<file path="config.mk">
export PLATFORM = sky130hd
export DESIGN_NAME = ternary_mac_neuron_flat
export DESIGN_NICKNAME = d
export VERILOG_FILES = /design/src/rtl/ternary_mac_neuron_pkg.sv /design/src/rtl/ternary_mac_neuron_if.sv /design/src/rtl/ternary_mac_neuron_sign.sv /design/src/rtl/ternary_mac_neuron.sv /design/src/flat_wrapper.sv
export SDC_FILE = /design/constraint.sdc
export NUM_CORES = 1
export LEC_CHECK = 0
export BUFFER_PORTS_ARGS = -buffer_cell sky130_fd_sc_hd__buf_2
export CORE_ASPECT_RATIO = 1.1
export CORE_UTILIZATION = 45
export CTS_BUF_LIST = sky130_fd_sc_hd__clkbuf_2 sky130_fd_sc_hd__clkbuf_4 sky130_fd_sc_hd__clkbuf_8
export DETAILED_ROUTE_END_ITERATION = 7
export PLACE_DENSITY = 0.66
export SYNTH_ARGS = -nofsm -noshare
export SYNTH_HDL_FRONTEND = slang
export SYNTH_SLANG_ARGS = --single-unit
</file>
<file path="constraint.sdc">
create_clock -name clk -period 3.8 [get_ports clk]
set_clock_uncertainty 0.05 [all_clocks]
set_input_delay 0.38 -clock clk [delete_from_list [all_inputs] [get_ports clk]]
set_output_delay 0.38 -clock clk [all_outputs]
set_load 0.005 [all_outputs]
</file>
<file path="src/rtl/ternary_mac_neuron_pkg.sv">
// Shared types and helpers for the sequential ternary neuron.
// Product helper treats the illegal code 2'b10 as zero.
package neuron_pkg;

  localparam int ACC_W = 8;
  localparam int RES_W = 7;

  localparam logic [1:0] TERN_ZERO = 2'b00;
  localparam logic [1:0] TERN_POS  = 2'b01;
  localparam logic [1:0] TERN_NEG  = 2'b11;

  typedef enum logic [1:0] {
    IDLE = 2'd0,
    MAC  = 2'd1,
    BIAS = 2'd2
  } state_t;

  function automatic logic signed [ACC_W-1:0] tern_product(input logic [1:0] a,
                                                           input logic [1:0] b);
    logic a_nz;
    logic b_nz;
    a_nz = (a == TERN_POS) || (a == TERN_NEG);
    b_nz = (b == TERN_POS) || (b == TERN_NEG);
    if (!(a_nz && b_nz)) return '0;
    return (a == b) ? ACC_W'(1) : '1;
  endfunction

endpackage

</file>
<file path="src/rtl/ternary_mac_neuron_if.sv">
// Handshake/operand bundle between the layer FSM (master) and the neuron (slave).
interface ternary_mac_neuron_if #(
  parameter int N_INPUTS = 64,
  parameter int RES_W    = 7
);
  localparam int CNT_W = $clog2(N_INPUTS);

  logic             start;
  logic [1:0]       input_val;
  logic [1:0]       weight;
  logic [3:0]       bias;
  logic             done;
  logic [RES_W-1:0] result;
  logic [1:0]       act;
  logic [CNT_W-1:0] mac_count_out;

  modport master (
    output start, input_val, weight, bias,
    input  done, result, act, mac_count_out
  );

  modport slave (
    input  start, input_val, weight, bias,
    output done, result, act, mac_count_out
  );
endinterface

</file>
<file path="src/rtl/ternary_mac_neuron_sign.sv">
// Ternary sign of a signed value; drives the neuron's act output and is reusable by the parent.
module ternary_sign #(
  parameter int W = 7
) (
  input  logic signed [W-1:0] value,
  output logic [1:0]          act
);
  import neuron_pkg::*;

  always_comb begin
    act = TERN_ZERO;
    if (value == '0)      act = TERN_ZERO;
    else if (value[W-1])  act = TERN_NEG;
    else                  act = TERN_POS;
  end
endmodule

</file>
<file path="src/rtl/ternary_mac_neuron.sv">
// Sequential ternary MAC neuron: N_INPUTS ternary products, bias add, narrowed result.
// Build option NEURON_SATURATE_EN clamps the result instead of wrapping it.
//
// state | meaning
// IDLE  | waiting for start; count held at 0
// MAC   | one product accumulated per cycle, operands indexed by mac_count_out
// BIAS  | bias added, result registered, done pulsed next cycle
module ternary_mac_neuron #(
  parameter int N_INPUTS = 64,
  parameter int RES_W    = 7
) (
  input logic clk,
  input logic rst_n,
  ternary_mac_neuron_if.slave nif
);
  import neuron_pkg::*;

  localparam int CNT_W = $clog2(N_INPUTS);
  localparam logic signed [ACC_W-1:0] RES_MAX = ACC_W'((1 <<< (RES_W - 1)) - 1);
  localparam logic signed [ACC_W-1:0] RES_MIN = ~RES_MAX;

  state_t                  state, state_next;
  logic signed [ACC_W-1:0] acc, acc_next;
  logic [CNT_W-1:0]        count, count_next;
  logic                    done_q, done_next;
  logic [RES_W-1:0]        result_q, result_next;
  logic signed [ACC_W-1:0] acc_final;
  logic signed [ACC_W-1:0] acc_sat;

  always_ff @(posedge clk or negedge rst_n) begin
    if (!rst_n) begin
      state    <= IDLE;
      acc      <= '0;
      count    <= '0;
      done_q   <= 1'b0;
      result_q <= '0;
    end else begin
      state    <= state_next;
      acc      <= acc_next;
      count    <= count_next;
      done_q   <= done_next;
      result_q <= result_next;
    end
  end

  always_comb begin
    state_next  = state;
    acc_next    = acc;
    count_next  = count;
    done_next   = 1'b0;
    result_next = result_q;
    acc_final   = acc + $signed({{(ACC_W-4){nif.bias[3]}}, nif.bias});
    acc_sat     = acc_final;
`ifdef NEURON_SATURATE_EN
    if (acc_final > RES_MAX)      acc_sat = RES_MAX;
    else if (acc_final < RES_MIN) acc_sat = RES_MIN;
`endif

    case (state)
      IDLE: begin
        if (nif.start) begin
          acc_next   = '0;
          count_next = '0;
          state_next = MAC;
        end
      end
      MAC: begin
        acc_next = acc + tern_product(nif.input_val, nif.weight);
        if (count == CNT_W'(N_INPUTS - 1)) begin
          count_next = '0;
          state_next = BIAS;
        end else begin
          count_next = count + 1'b1;
        end
      end
      BIAS: begin
        // Without saturation the truncation is the intended two's-complement wrap.
        result_next = RES_W'(acc_sat);
        done_next   = 1'b1;
        state_next  = IDLE;
      end
      default: state_next = IDLE;
    endcase
  end

  assign nif.done          = done_q;
  assign nif.result        = result_q;
  assign nif.mac_count_out = count;

  ternary_sign #(.W(RES_W)) u_sign (
    .value (result_q),
    .act   (nif.act)
  );
endmodule

</file>
<file path="src/flat_wrapper.sv">
// flat-port wrapper written by rule: the top's interface ports become plain ports
module ternary_mac_neuron_flat import neuron_pkg::*;
#(
  parameter int N_INPUTS = 64,
  parameter int RES_W    = 7
)
  (clk, rst_n, nif_start, nif_input_val, nif_weight, nif_bias, nif_done, nif_result, nif_act, nif_mac_count_out);
  ternary_mac_neuron_if #(.N_INPUTS(N_INPUTS), .RES_W(RES_W)) nif_i ();
  input logic clk;
  input logic rst_n;
  input wire logic [$bits(nif_i.start)-1:0] nif_start;
  input wire logic [$bits(nif_i.input_val)-1:0] nif_input_val;
  input wire logic [$bits(nif_i.weight)-1:0] nif_weight;
  input wire logic [$bits(nif_i.bias)-1:0] nif_bias;
  output wire logic [$bits(nif_i.done)-1:0] nif_done;
  output wire logic [$bits(nif_i.result)-1:0] nif_result;
  output wire logic [$bits(nif_i.act)-1:0] nif_act;
  output wire logic [$bits(nif_i.mac_count_out)-1:0] nif_mac_count_out;
  assign nif_i.start = nif_start;
  assign nif_i.input_val = nif_input_val;
  assign nif_i.weight = nif_weight;
  assign nif_i.bias = nif_bias;
  assign nif_done = nif_i.done;
  assign nif_result = nif_i.result;
  assign nif_act = nif_i.act;
  assign nif_mac_count_out = nif_i.mac_count_out;
  ternary_mac_neuron #(.N_INPUTS(N_INPUTS), .RES_W(RES_W)) u_core (.clk(clk), .rst_n(rst_n), .nif(nif_i));
endmodule
</file>
Word level (Yosys, flattened, before mapping)
Cells that the tools add are included.
{"block": "word_totals", "output_inout_bits": 16, "reg_bits": 24, "word_cells": 43}
{"block": "op_classes", "n_addsub": 3, "muxes": 17, "eq_ne": 10, "n_reduce_logical": 8}
{"cell": "$mux W8", "n": 5}
{"cell": "$pmux W8 S2", "n": 1}
{"cell": "$mux W6", "n": 2}
{"cell": "$pmux W6 S2", "n": 1}
{"cell": "$add A8 B8 Y8", "n": 1}
{"cell": "$mux W2", "n": 4}
{"cell": "$add A7 B4 Y7", "n": 1}
{"cell": "$logic_not A7 Y1", "n": 1}
{"cell": "$add A6 B1 Y6 const B", "n": 1}
{"cell": "$eq A2 B1 Y1 const B", "n": 3}
{"cell": "$eq A2 B2 Y1 const B", "n": 3}
{"cell": "$eq A6 B6 Y1 const B", "n": 1}
{"cell": "$pmux W2 S2", "n": 1}
{"cell": "$reduce_and A2 Y1", "n": 2}
{"cell": "$mux W1", "n": 3}
{"cell": "$eq A2 B2 Y1", "n": 1}
{"cell": "$logic_not A2 Y1", "n": 1}
{"cell": "$logic_or A1 B1 Y1", "n": 2}
{"cell": "$ne A2 B1 Y1 const B", "n": 1}
{"cell": "$ne A2 B2 Y1 const B", "n": 1}
{"cell": "$reduce_bool A2 Y1", "n": 1}
{"cell": "$logic_and A1 B1 Y1", "n": 1}

Depth between registers and ports, before layout
{"block": "depth", "word_depth": 9, "depth_mapped": 9}

Hierarchy
From an unflattened synthesis, not the netlist that was laid out.
{"block": "unflattened", "cells_unflattened": 155, "hier_area_um2": 1440.1}
{"mod": "ternary_mac_neuron", "seq_area_each_um2": 575.6, "cells_per_inst": 151, "area_each_um2": 1421.4, "n_inst": 1}
{"mod": "ternary_sign", "seq_area_each_um2": 0.0, "cells_per_inst": 4, "area_each_um2": 18.8, "n_inst": 1}

Least setup slack after synthesis
No wires, ideal clock.
{"block": "synth_timing", "path_type": "input-to-reg", "from": "in nif_weight[1]", "to": "reg u_core.acc[4]", "path_stages": 8, "path_buffers": 0, "path_slack_ns": 1.551, "arrival_ns": 2.116, "path_cell_list": "xnor2_1 > or3_1 > nand2_1 > ha_1 > or4_4 > o31a_1 > or3_1 > o21ai_0"}
{"block": "synth_between", "elab_chain_len": 9, "elab_cells_between_ends": 12, "cone_classes": "1 x add/sub; 3 x eq/ne; 6 x mux; 2 x reduce/logical"}
{"item": "from (decl)", "line": "flat_wrapper.sv:13", "rtl": "input wire logic [$bits(nif_i.weight)-1:0] nif_weight;"}
{"item": "$eq A2 B1 Y1 / $eq A2 B2 Y1 (equally long branches)", "line": "ternary_mac_neuron_pkg.sv:23", "rtl": "b_nz = (b == TERN_POS) || (b == TERN_NEG);"}
{"item": "$logic_or A1 B1 Y1", "line": "ternary_mac_neuron_pkg.sv:23"}
{"item": "$logic_and A1 B1 Y1", "line": "ternary_mac_neuron_pkg.sv:24", "rtl": "if (!(a_nz && b_nz)) return '0;"}
{"item": "$mux W1", "line": "ternary_mac_neuron_pkg.sv:24"}
{"item": "$mux W1", "line": "ternary_mac_neuron.sv:59", "rtl": "case (state)"}
{"item": "$mux W8 (*)", "line": "ternary_mac_neuron_pkg.sv:25", "rtl": "return (a == b) ? ACC_W'(1) : '1;"}
{"item": "$mux W8 (*)", "line": "ternary_mac_neuron.sv:59"}
{"item": "$add A8 B8 Y8 (*)", "line": "ternary_mac_neuron.sv:68", "rtl": "acc_next = acc + tern_product(nif.input_val, nif.weight);"}
{"item": "$pmux W8 S2 (*)", "line": "ternary_mac_neuron.sv:59"}
{"item": "to (signal assigned)", "line": "ternary_mac_neuron.sv:39", "rtl": "acc <= acc_next;"}
{"item": "to (decl)", "line": "ternary_mac_neuron.sv:23", "rtl": "logic signed [ACC_W-1:0] acc, acc_next;"}
Every way passes the cells marked *; elsewhere a longest branch is shown, timed or not. The select of a mux whose other input is x is not followed.
A chain may end at the register's enable or synchronous reset.

Worst setup path in the final report
Same ends and word-level chain as after synthesis.

==> results.py <==
metrics = {
    "final_layout": {
        "area_growth_pct": 12.7,
        "final_util_pct": 53.0,
        "nNetsFinal": 210,
        "nFillCells": 292,
        "antennaDiodeCount": 0,
        "drive_gt1_share_pct": 17.6,
    },
    "timing": {
        "fin_setup_tns_ns": 0,
        "report.final.slew_viol_count": 0,
        "hold_viol": 0,
        "rsz0062_at_grt": "false",
        "fin_crit_sh_pct": 59.0,
        "fmax_ghz": 0.446,
        "setup_ws_ns": 1.56,
        "slew_headroom_pct": 52.5,
        "tightest_slew_ns": 0.710,
        "period_needed_ns": 2.24,
        "setup_viol_count_final": 0,
    },
    "floorplan": {
        "fp.dieW_um": 55.6,
        "dieHeight_um": 60.9,
        "core_um2": 3020,
        "ioPinCount": 27,
        "initial_core_util_pct": 47.0,
        "rows": 21,
        "dieArea_um2": 3380,
    },
    "logic_synthesis": {
        "yosys.area.top_type": "dfrtp_1",
        "ys.flop_type": "dfrtp_1",
        "synth_edf_count": 0,
        "avgSynthCellArea_um2": 8.77,
        "synth_top_area_share_pct": 40.5,
        "synth_area_um2": 1420,
        "synth_most_common_cell": "nand2_1",
        "synth_area_leaders": "dfrtp_1, ha_1, o21ai_0",
        "ys_types": 36,
        "yosysSeqAreaShare_pct": 40.5,
        "synth_commonest_cells": "nand2_1, dfrtp_1, o21ai_0",
        "synth_warnings": 0,
        "ys_ff_latch": 23,
        "async_flop_share_pct": 100,
        "syn_inst": 162,
        "synth_fp_nets": 184,
    },
    "outcome": {
        "status": "finished, final reports clean",
    },
    "worst_setup_path": {
        "cp-startpoint": "nif_weight[1]",
        "cp.arrival_ns": 2.43,
        "path_class": "input port to register",
        "crit_fanout": 6,
        "reg2reg_from": "u_core.acc[1]",
        "end_kind": "register",
        "critical_path_required_ns": 3.99,
        "worstSetupStartpointType": "input port",
    },
    "cts": {
        "clk_latency_ns": 0.31,
        "cts_tree": "yes",
        "ctsResizeCount": 0,
        "post_cts_buffers": 0,
        "clockBufferDepth": 2,
        "cts_buffers": 3,
        "htree_levels": 1,
        "clock-root-buffer": "clkbuf_4",
        "clkTransAtPathRegs_ns": 0.13,
        "hold_buffers": 1,
        "cts.sinks": 23,
    },
    "hold_path": {
        "min_path_type": "input port to register",
        "hp-start": "nif_bias[0]",
    },
    "place": {
        "numPortBuffers": 26,
        "dp_hpwl_um": 2290,
        "place_congestion": 0.870,
        "pre_cts_ws_ns": 1.23,
    },
    "routing": {
        "viasPerCell": 5.65,
        "totalWireLength_um": 2980,
        "drc_errors": 0,
        "firstDrtPassIters": 4,
        "avgRoutedWirePerCell_um": 13.5,
        "initialDrtViolationCount": 26,
        "vias": 1248,
        "antenna_left": 0,
    },
    "global_route": {
        "grt_overflow": 0,
        "grt_pass1_vias": 1147,
        "grtUsageMet3_pct": 2.77,
        "grt_pass1_wl_um": 4930,
        "grt_max_degree": 24,
        "grt.met2_usage_pct": 36.1,
        "met1_usage_pct": 21.4,
        "gr-usage-all-layers_pct": 18.9,
        "top_usage_layer": "met2",
        "antenna_found_initial": 0,
    },
    "pwr": {
        "vdd_drop_max_uv": 294,
        "power_density_nw_per_um2": 605,
        "finalPower_w": 0.000968,
        "p_leak_nw": 0.737,
    },
    "run": {
        "maxCapViolCount": 0,
    },
}
==> area by class of cell <==
type                    count  area (um^2)  area share, %
multi-input cells         123          777           48.6
flip-flops and latches     23          576           36.0
repair buffers             27          140           8.76
well taps                  34         42.5           2.66
inverters                  10         37.5           2.35
clock buffers               3         22.5           1.41
clock inverters             1         5.00          0.313
==> flip-flops by register name (all words and copies together), names as in the netlist <==
name / count
u_core.acc: 7
u_core.nif.done: 1
u_core.nif.mac_count_out: 6
u_core.nif.result: 7
u_core.state: 2
==> metrics by stage <==
stage / hold slack (ns) / instance area [um^2] / std cells
final: 0.345 / 1600 / 221
after global routing: 0.353 / 1600 / 221
after CTS: 0.346 / 1600 / 221
after detailed placement: 0.335 / 1560 / 216
after global placement: 0.334 / 1560 / 216
after floorplan: 0.0344 / 1420 / 162
==> final timing paths <==
check | slack, ns | to | cells past startpoint
worst min register to register | 0.47 | u_core.nif.result[2] | 2
min in group asynchronous | 0.50 | u_core.nif.done | 2
worst max-delay path | 1.56 | u_core.acc[4] | 9
worst min-delay path | 0.34 | u_core.nif.result[0] | 4
max in group asynchronous | 2.86 | u_core.acc[2] | 2
worst max register to register | 1.65 | u_core.acc[4] | 7
==> kinds of logic after synthesis <==
family                     count (synthesis)  share of synthesized area (%)
AOI/OAI and AO/OA                         41                           17.1
xor gates and xnor gates                   9                           5.55
adders and majority gates                 11                           10.2
buffers and inverters                     16                           4.76
DFF                                       23                           40.5
muxes                                      2                           1.50
and+or+nand+nor                           60                           20.4
==> per-layer routing <==
metal	up-vias	part of all wire [%]	wire length (um)
met4	0	1.8	53
met2	34	52	1560
met3	6	2.9	85
met5	-	0	0
li1	617	-	-
met1	591	43	1280
==> worst max-delay path, cell delays in order <==
cell     delay, ns
buf_2         0.10
xnor2_1       0.37
or3_1         0.22
nand2_1       0.06
ha_1          0.22
or4_4         0.42
o31a_1        0.26
or3_1         0.30
o21ai_0       0.08
==> where the power goes <==
group	leakage [nW]	switching, W	internal [W]	total (W)
Clock	0.0177	0.0000777	0.0000393	0.000117
Sequential	0.256	0.0000997	0.000321	0.000420
Combinational	0.463	0.000223	0.000208	0.000431
Total	0.737	0.000400	0.000568	0.000968
==> layout by cell type, fill, tap and decap left out, types with 2 or more instances in the layout <==
cell and n:
or3_1 2, nand2b_1 3, clkbuf_4 3, and3_1 2, a21oi_1 6, o21a_1 3, dfrtp_1 23, a22o_1 2
nor4_1 2, xnor2_1 3, o31a_1 2, nand3_1 7, ha_1 10, nand2_1 25, nor2_1 7, xor2_1 6
nor3_1 5, o21ai_0 22, buf_2 26, inv_1 10
Note: power is estimated with default switching activity, not from simulation.
